File: src/rtl/div_pkg.sv
// Shared constants and state encoding for the sequential restoring divider.
package div_pkg;
    localparam int DIV_WIDTH = 8;
    localparam int CNT_WIDTH = 4;

    typedef enum logic [1:0] {
        IDLE = 2'd0,
        RUN  = 2'd1,
        DONE = 2'd2
    } div_state_t;
endpackage

File: src/rtl/eight_bit_sequential_divider_if.sv
// Start/busy/done handshake plus operand and result buses of the divider.
interface eight_bit_sequential_divider_if;
    import div_pkg::*;

    logic                 start;
    logic [DIV_WIDTH-1:0] dividend;
    logic [DIV_WIDTH-1:0] divisor;
    logic                 busy;
    logic                 done;
    logic [DIV_WIDTH-1:0] quotient;
    logic [DIV_WIDTH-1:0] remainder;
    logic                 div_by_zero;

    modport master (
        output start, dividend, divisor,
        input  busy, done, quotient, remainder, div_by_zero
    );

    modport slave (
        input  start, dividend, divisor,
        output busy, done, quotient, remainder, div_by_zero
    );
endinterface

File: src/rtl/eight_bit_lookahead_adder.sv
// 8-bit carry-lookahead adder: two 4-bit lookahead groups joined by a group-level carry.
module eight_bit_lookahead_adder (
    output logic [7:0] sum,
    output logic       cout,
    input  logic [7:0] a,
    input  logic [7:0] b,
    input  logic       cin
);
    logic [7:0] gen;
    logic [7:0] prop;
    logic [1:0] grp_g;
    logic [1:0] grp_p;
    logic [1:0] nib_cin;

    assign gen  = a & b;
    assign prop = a ^ b;

    genvar gi;
    generate
        for (gi = 0; gi < 2; gi++) begin : g_nibble
            logic [3:0] g;
            logic [3:0] p;
            logic [3:0] c;

            assign g    = gen[4*gi +: 4];
            assign p    = prop[4*gi +: 4];
            assign c[0] = nib_cin[gi];
            assign c[1] = g[0] | (p[0] & c[0]);
            assign c[2] = g[1] | (p[1] & g[0]) | (p[1] & p[0] & c[0]);
            assign c[3] = g[2] | (p[2] & g[1]) | (p[2] & p[1] & g[0])
                        | (p[2] & p[1] & p[0] & c[0]);

            assign grp_g[gi] = g[3] | (p[3] & g[2]) | (p[3] & p[2] & g[1])
                             | (p[3] & p[2] & p[1] & g[0]);
            assign grp_p[gi] = &p;
            assign sum[4*gi +: 4] = p ^ c;
        end
    endgenerate

    assign nib_cin[0] = cin;
    assign nib_cin[1] = grp_g[0] | (grp_p[0] & cin);
    assign cout       = grp_g[1] | (grp_p[1] & grp_g[0]) | (grp_p[1] & grp_p[0] & cin);
endmodule

File: src/rtl/eight_bit_lookahead_subtractor.sv
// a - b as a + ~b + 1 through the lookahead adder; carry-out high means no borrow.
module eight_bit_lookahead_subtractor (
    output logic [7:0] diff,
    output logic       no_borrow,
    input  logic [7:0] a,
    input  logic [7:0] b
);
    eight_bit_lookahead_adder u_add (
        .sum  (diff),
        .cout (no_borrow),
        .a    (a),
        .b    (~b),
        .cin  (1'b1)
    );
endmodule

File: src/rtl/eight_bit_sequential_divider.sv
// Unsigned 8-bit restoring divider, one quotient bit per clock.
// Optional macro DIV_ZERO_CHECK_EN short-circuits a zero divisor straight to DONE.
module eight_bit_sequential_divider
    import div_pkg::*;
#(
    parameter int WIDTH = DIV_WIDTH
) (
    input  logic                             clk,
    input  logic                             rst_n,
    eight_bit_sequential_divider_if.slave    bus
);
    div_state_t            state_reg, state_next;
    logic [CNT_WIDTH-1:0]  cnt_reg, cnt_next;
    logic [WIDTH-1:0]      q_reg, q_next;
    logic [WIDTH-1:0]      rem_reg, rem_next;
    logic [WIDTH-1:0]      div_reg, div_next;
    logic [WIDTH-1:0]      quot_out_reg, quot_out_next;
    logic [WIDTH-1:0]      rem_out_reg, rem_out_next;
    logic                  dbz_reg, dbz_next;

    logic [WIDTH-1:0]      shifted_low;
    logic [WIDTH-1:0]      trial_diff;
    logic [WIDTH-1:0]      rem_step;
    logic [WIDTH-1:0]      q_step;
    logic                  no_borrow;
    logic                  take_diff;
    logic                  zero_detect;

    // The 9-bit shifted remainder is {rem_reg[MSB], shifted_low}; a set MSB always wins the trial.
    assign shifted_low = {rem_reg[WIDTH-2:0], q_reg[WIDTH-1]};
    assign take_diff   = rem_reg[WIDTH-1] | no_borrow;
    assign rem_step    = take_diff ? trial_diff : shifted_low;
    assign q_step      = {q_reg[WIDTH-2:0], take_diff};

    eight_bit_lookahead_subtractor u_sub (
        .diff      (trial_diff),
        .no_borrow (no_borrow),
        .a         (shifted_low),
        .b         (div_reg)
    );

`ifdef DIV_ZERO_CHECK_EN
    assign zero_detect = (bus.divisor == '0);
`else
    assign zero_detect = 1'b0;
`endif

    always_ff @(posedge clk or negedge rst_n) begin
        if (!rst_n) begin
            state_reg    <= IDLE;
            cnt_reg      <= '0;
            q_reg        <= '0;
            rem_reg      <= '0;
            div_reg      <= '0;
            quot_out_reg <= '0;
            rem_out_reg  <= '0;
            dbz_reg      <= 1'b0;
        end else begin
            state_reg    <= state_next;
            cnt_reg      <= cnt_next;
            q_reg        <= q_next;
            rem_reg      <= rem_next;
            div_reg      <= div_next;
            quot_out_reg <= quot_out_next;
            rem_out_reg  <= rem_out_next;
            dbz_reg      <= dbz_next;
        end
    end

    always_comb begin
        state_next    = state_reg;
        cnt_next      = cnt_reg;
        q_next        = q_reg;
        rem_next      = rem_reg;
        div_next      = div_reg;
        quot_out_next = quot_out_reg;
        rem_out_next  = rem_out_reg;
        dbz_next      = dbz_reg;

        case (state_reg)
            IDLE, DONE: begin
                if (state_reg == DONE) state_next = IDLE;
                if (bus.start) begin
                    q_next   = bus.dividend;
                    div_next = bus.divisor;
                    rem_next = '0;
                    cnt_next = CNT_WIDTH'(WIDTH);
                    dbz_next = 1'b0;
                    if (zero_detect) begin
                        state_next    = DONE;
                        quot_out_next = '1;
                        rem_out_next  = bus.dividend;
                        dbz_next      = 1'b1;
                    end else begin
                        state_next = RUN;
                    end
                end
            end
            RUN: begin
                q_next   = q_step;
                rem_next = rem_step;
                cnt_next = cnt_reg - CNT_WIDTH'(1);
                // Results land in the output registers on the final iteration edge.
                if (cnt_reg == CNT_WIDTH'(1)) begin
                    state_next    = DONE;
                    quot_out_next = q_step;
                    rem_out_next  = rem_step;
                end
            end
            default: state_next = IDLE;
        endcase
    end

    assign bus.busy        = (state_reg == RUN);
    assign bus.done        = (state_reg == DONE);
    assign bus.quotient    = quot_out_reg;
    assign bus.remainder   = rem_out_reg;
    assign bus.div_by_zero = dbz_reg;
endmodule

File: src/flat_wrapper.sv
// flat-port wrapper written by rule: the top's interface ports become plain ports
module eight_bit_sequential_divider_flat import div_pkg::*;
#(
    parameter int WIDTH = DIV_WIDTH
)
  (clk, rst_n, bus_start, bus_dividend, bus_divisor, bus_busy, bus_done, bus_quotient, bus_remainder, bus_div_by_zero);
  eight_bit_sequential_divider_if bus_i ();
  input  logic clk;
  input  logic rst_n;
  input wire logic [$bits(bus_i.start)-1:0] bus_start;
  input wire logic [$bits(bus_i.dividend)-1:0] bus_dividend;
  input wire logic [$bits(bus_i.divisor)-1:0] bus_divisor;
  output wire logic [$bits(bus_i.busy)-1:0] bus_busy;
  output wire logic [$bits(bus_i.done)-1:0] bus_done;
  output wire logic [$bits(bus_i.quotient)-1:0] bus_quotient;
  output wire logic [$bits(bus_i.remainder)-1:0] bus_remainder;
  output wire logic [$bits(bus_i.div_by_zero)-1:0] bus_div_by_zero;
  assign bus_i.start = bus_start;
  assign bus_i.dividend = bus_dividend;
  assign bus_i.divisor = bus_divisor;
  assign bus_busy = bus_i.busy;
  assign bus_done = bus_i.done;
  assign bus_quotient = bus_i.quotient;
  assign bus_remainder = bus_i.remainder;
  assign bus_div_by_zero = bus_i.div_by_zero;
  eight_bit_sequential_divider #(.WIDTH(WIDTH)) u_core (.clk(clk), .rst_n(rst_n), .bus(bus_i));
endmodule
File: config.mk
export PLATFORM = sky130hd
export DESIGN_NAME = eight_bit_sequential_divider_flat
export DESIGN_NICKNAME = d
export VERILOG_FILES = /design/src/rtl/div_pkg.sv /design/src/rtl/eight_bit_sequential_divider_if.sv /design/src/rtl/eight_bit_lookahead_adder.sv /design/src/rtl/eight_bit_lookahead_subtractor.sv /design/src/rtl/eight_bit_sequential_divider.sv /design/src/flat_wrapper.sv
export SDC_FILE = /design/constraint.sdc
export NUM_CORES = 1
export LEC_CHECK = 0
export CAP_MARGIN = 15
export CELL_PAD_IN_SITES_DETAIL_PLACEMENT = 1
export CELL_PAD_IN_SITES_GLOBAL_PLACEMENT = 2
export CORE_AREA = 2 2 65 92
export DETAILED_ROUTE_END_ITERATION = 10
export DIE_AREA = 0 0 67 94
export DONT_BUFFER_PORTS = 1
export PLACE_DENSITY = 0.91
export SETUP_SLACK_MARGIN = 0.5
export SLEW_MARGIN = 25
export SYNTH_ARGS = -nofsm -noshare
export SYNTH_HDL_FRONTEND = slang
export SYNTH_SLANG_ARGS = --single-unit
File: constraint.sdc
create_clock -name clk -period 5.6 [get_ports clk]
set_clock_uncertainty 0.05 [all_clocks]
set_input_delay 0.56 -clock clk [delete_from_list [all_inputs] [get_ports clk]]
set_output_delay 0.56 -clock clk [all_outputs]
set_load 0.1 [all_outputs]
After elaboration in Yosys (flattened, before gate mapping)
Cells that the tools add are included.

storage, ports and cells
  input bits = 19
  bits in registers = 46
  output and inout port bits = 19
  word-level logic and storage cells = 88

operators by class
  add/subtract/negate cells = 1
  bitwise gates (word level) = 54
  muxes and demuxes = 11
  equality and inequality tests = 6
  reduce and logical (&&, ||, !) cells = 9

operator list
  kind                   count
  $pmux W8 S2            2
  $and A1 B1 Y1          27
  $mux W8                3
  $or A1 B1 Y1           22
  $and A8 B8 Y8          1
  $not A8 Y8             1
  $pmux W4 S2            1
  $reduce_and A2 Y1      4
  $reduce_and A4 Y1      2
  $xor A4 B4 Y4          2
  $xor A8 B8 Y8          1
  $mux W2                3
  $eq A4 B1 Y1 const B   1
  $mux W4                1
  $pmux W2 S2            1
  $sub A4 B1 Y4 const B  1
  $ne A3 B3 Y1 const B   1
  $eq A2 B1 Y1 const B   1
  $eq A2 B2 Y1 const B   1
  $logic_not A2 Y1       1
  $ne A2 B1 Y1 const B   1
  $ne A2 B2 Y1 const B   1
  $reduce_bool A2 Y1     1
  $reduce_or A2 Y1       1

Longest topological paths before layout
  depth in word-level cells = 12
  depth in mapped cells = 8
  depth with buffers taken out = 8

Cells and area by module
Synthesis repeated with hierarchy kept, for this count alone.

unflattened totals
  cells, all modules = 206
  area total of the unflattened synthesis = 2307.2 um^2

by module, submodules not included
  module                          cells each  area an instance (um^2)  sequential area each (um^2)  times used
  eight_bit_sequential_divider    161         1961.9                   1151.1                       1
  eight_bit_lookahead_adder       36          311.5                    0.0                          1
  eight_bit_lookahead_subtractor  9           33.8                     0.0                          1

Worst setup path before layout
No wires, ideal clock.

  path type = register to output
  from = register u_core.state_reg[1]
  to = output port bus_busy
  arrival time = 1.732 ns
  buffers on the path = 1
  required time = 4.990 ns
  path slack = 3.258 ns
  cell stages (with the launch flop) = 4
  cell sequence = dfrtp_1 > nand2b_1 > inv_2 > buf_1

between the ends
  cells in the longest elaborated chain, start to end = 1

ends and longest elaborated chain
  what                    line                                 source
  start, declared         eight_bit_sequential_divider.sv:12   div_state_t state_reg, state_next;
  start signal, assigned  eight_bit_sequential_divider.sv:59   state_reg <= state_next;
  $eq A2 B1 Y1            eight_bit_sequential_divider.sv:114  assign bus.busy = (state_reg == RUN);
  end, declared           flat_wrapper.sv:13                   output wire logic [$bits(bus_i.busy)-1:0] bus_busy;

No other way between the ends.

Final worst setup path
  from = register u_core.state_reg[1]
  to = register u_core.rem_out_reg[6] (netlist: u_core.bus.remainder[6])

between the ends
  cells in the longest elaborated chain, start to end = 2

ends and longest elaborated chain
  what                         line                                source
  $eq A2 B1 Y1                 --
  net bus_busy                 flat_wrapper.sv:13
  $reduce_and A2 Y1 (no line)  --
  end signal, assigned         eight_bit_sequential_divider.sv:65  rem_out_reg <= rem_out_next;
  end, declared                eight_bit_sequential_divider.sv:18  logic [WIDTH-1:0] rem_out_reg, rem_out_next;

The timed path passes the listed nets, and every way through them passes these cells.
A chain may end at the register's enable or synchronous reset.

==> summary.log <==
INFO  outcome        status=completed
INFO  sta            max_slew.worst_pin.slew=1.08ns
INFO  sta            final_critical_path_setup_slack=2.74ns
INFO  yosys          synth_top_cell_area_share=0.511
INFO  placed_design  place_hpwl=3.88mm
INFO  setup_path     timing.critical_path.slowest_cell_delay=0.62ns
INFO  detailed_routing drt_pre_antenna_iters=4
INFO  setup_path     critical_path.slowest_cell=inv_2
INFO  sta            setup_tns=0ns
INFO  yosys          yosys.area_share.simple=0.151
INFO  final_layout   design_area=2490um^2
INFO  yosys          synth_top_cell_by_area=dfrtp_1
INFO  clock_tree     clkSinkCount=46
INFO  final_layout   final_net_count=262
INFO  setup_path     cp.required=5.74ns
INFO  sta            final.period_utilization=0.511
INFO  global_routing antenna_found_initial=0
INFO  yosys          synth.distinct_cells=38
INFO  die            ios=38
INFO  setup_path     end_kind=register
INFO  yosys          synth_sequential_area_ratio=0.511
INFO  yosys          yosys-top-cells-area=dfrtp_1, nand2_1, ha_1, o21ai_0, mux2i_1
INFO  final_layout   final_cell_mix=nand2_1, dfrtp_1, o21ai_0, inv_1, ha_1
INFO  global_routing grt_first_pass_wirelength=8.87mm
INFO  yosys          postSynthRegisterBits=46
INFO  placed_design  gp_congestion=0.828
INFO  sta            maxClockFrequency=350MHz
INFO  clock_tree     ctsHtreeMaxLevel=2
INFO  final_layout   syn_to_final_growth=10.4%
INFO  clock_tree     clockBufferDepth=2
INFO  setup_path     critPathMaxFanout=19
INFO  clock_tree     ctsHoldBuffers=1
INFO  sta            rsz0062_at_grt=false
INFO  yosys          mappedNetlistArea=2250um^2
INFO  yosys          ys.warnings.count=0
INFO  setup_path     worst-setup-path-type=register to register
INFO  die            initial_standard_cell_utilization_of_the_core=0.414
INFO  yosys          synthesis.nets=261
INFO  detailed_routing detail_route.vias_per_cell=5.46
INFO  sta            finalMaxSlewViolations=0
INFO  clock_tree     root_buffer=clkbuf_8
INFO  placed_design  placement.cell_area=2320um^2
INFO  yosys          avgSynthCellArea=9.79um^2
INFO  global_routing via_count_of_the_first_global_routing_pass=1784
INFO  final_layout   layout.cells.most_common=nand2_1
INFO  die            core_region_area=5450um^2
INFO  clock_tree     cts_tree=yes
INFO  clock_tree     clkLatencyLatePin=0.30ns
INFO  sta            total_setup_violations_reported_at_the_end_of_the_flow=0
INFO  detailed_routing post-route-drc-count=0
INFO  final_layout   layout_cells_sized_above_1=0.103
INFO  sta            maxSlewHeadroom=0.277
INFO  yosys          post_synth_xor_area_fraction=0.0156
INFO  yosys          post_synth_mux_area_share=0.0517
INFO  global_routing gr-total-overflow=0
INFO  die            dieArea=6300um^2
INFO  final_layout   n_antenna_cell=0
INFO  global_routing largest_net_degree_at_the_start_of_global_routing=47
INFO  setup_path     worst_ep_arrival_time=3.00ns
INFO  min_path       min_path_type=primary input to async pin
INFO  placed_design  numPortBuffers=0
INFO  yosys          number_of_standard_cells_after_synthesis=230
INFO  clock_tree     cts.clk_slew.worst_paths=0.09ns
INFO  detailed_routing drt.antenna.violating_nets=0
INFO  global_routing track_usage=0.194
INFO  setup_path     crit_path_start_kind=register
INFO  clock_tree     postCtsSetupBuffers=0
INFO  die            num_rows=32
INFO  sta            post-route-min-period=2.86ns
INFO  placed_design  pre_cts_ws=2.71ns
INFO  detailed_routing routedWlPerCell=18.0um
INFO  setup_path     timing.reg2reg.setup_slack=2.74ns
INFO  detailed_routing dr.first_iter.drc_count=45
INFO  yosys          main_combinational_cell_family_by_area_after_synthesis=compound AO/OA/AOI/OAI gates
INFO  die            fp.dieW=67um
INFO  detailed_routing totalWireLength=5.40mm
INFO  detailed_routing dr_total_vias=1638
INFO  yosys          synth-adder-area-share=0.0700
INFO  job            timing.max_cap.violations=0
INFO  die            die_boundary_height=94um
INFO  clock_tree     post_cts_resize_count=0
INFO  yosys          synth-compound-area-share=0.157
INFO  setup_path     critical_path.cell_chain=nand2b_1, inv_2, nand2_1, inv_1, mux2_2
INFO  clock_tree     numCtsBuffers=5
INFO  sta            report.final.hold_viol_count=0
-- worst paths after layout --
kind | startpoint | to | cells after the start
worst max-delay path | u_core.state_reg[1] | u_core.bus.remainder[6] | 5
worst min-delay path | rst_n | u_core.rem_reg[5] | 1
worst max register to register | u_core.state_reg[1] | u_core.bus.remainder[6] | 5
worst min register to register | u_core.cnt_reg[3] | u_core.cnt_reg[3] | 1
max in group asynchronous | rst_n | u_core.bus.quotient[3] | 1
min in group clk | bus_divisor[6] | u_core.div_reg[6] | 2
-- worst max-delay path, delay by kind of cell (launching register included) --
kind	cells	cell delay, ns
mux	1	0.40
buf+inv	2	1.14
simple gates	2	0.77
flops	1	0.38
-- logic make-up after synthesis --
kind of cell | count (synthesis)
multiplexers | 11
adder cells (fa/ha/maj) | 12
other | 1
AO/OA/AOI/OAI | 51
flip-flops | 46
buffers and inverters | 24
AND/OR/NAND/NOR | 81
XOR/XNOR | 4
-- metal layers --
| layer | vias to the layer above | share of wire | track usage |
|---|---|---|---|
| met3 | 8 | 0.047 | 0.0492 |
| met4 | 0 | 0.019 | 0.0748 |
| met5 | - | 0 | 0 |
| met2 | 36 | 0.53 | 0.338 |
| li1 | 780 | - | - |
| met1 | 814 | 0.40 | 0.223 |
-- synth_stat cells --
| cell | number |
|---|---|
| nand3_1 | 4 |
| ha_1 | 11 |
| and4_1 | 1 |
| nand2_1 | 59 |
| a211oi_1 | 3 |
| o21ai_0 | 22 |
| a22o_2 | 2 |
| nor2b_1 | 2 |
| nor3b_1 | 2 |
| and3_1 | 2 |
| nor2_1 | 6 |
| a21o_2 | 1 |
| o21ai_4 | 1 |
| clkbuf_1 | 4 |
| nand2b_1 | 2 |
| mux2i_1 | 6 |
| conb_1 | 1 |
| a31oi_1 | 3 |
| buf_2 | 1 |
| a21o_1 | 1 |
| buf_1 | 2 |
| o21a_1 | 1 |
| a21oi_1 | 3 |
| a22oi_1 | 7 |
| mux2_2 | 5 |
| o221a_4 | 1 |
| a22o_1 | 2 |
| xnor2_1 | 4 |
| fa_1 | 1 |
| inv_2 | 1 |
| a211o_1 | 1 |
| a221o_1 | 1 |
| inv_1 | 15 |
| buf_4 | 1 |
| dfrtp_1 | 46 |
| o211ai_1 | 1 |
| nor3_1 | 3 |
| o211a_1 | 1 |
-- through the flow --
stage,utilization,std cells,hold WS (ns)
after floorplan,-,230,0.214
after global placement,0.425,291,0.216
after detailed placement,0.426,291,0.216
after CTS,0.457,300,0.0489
after global routing,0.457,300,0.0499
final,0.457,300,0.0487
-- area by class of cell --
| type | instances | area, um^2 |
|---|---|---|
| Timing Repair Buffer | 2 | 35.0 |
| Tap cell | 68 | 85.1 |
| Sequential cell | 46 | 1150 |
| Fill cell | 655 | 2960 |
| Clock inverter | 2 | 60.1 |
| Multi-Input combinational cell | 160 | 1010 |
| Inverter | 16 | 60.1 |
| Clock buffer | 6 | 82.6 |
Power is not shown: default switching activity piles up to over one toggle a cycle in this logic, so the estimate is an artifact.
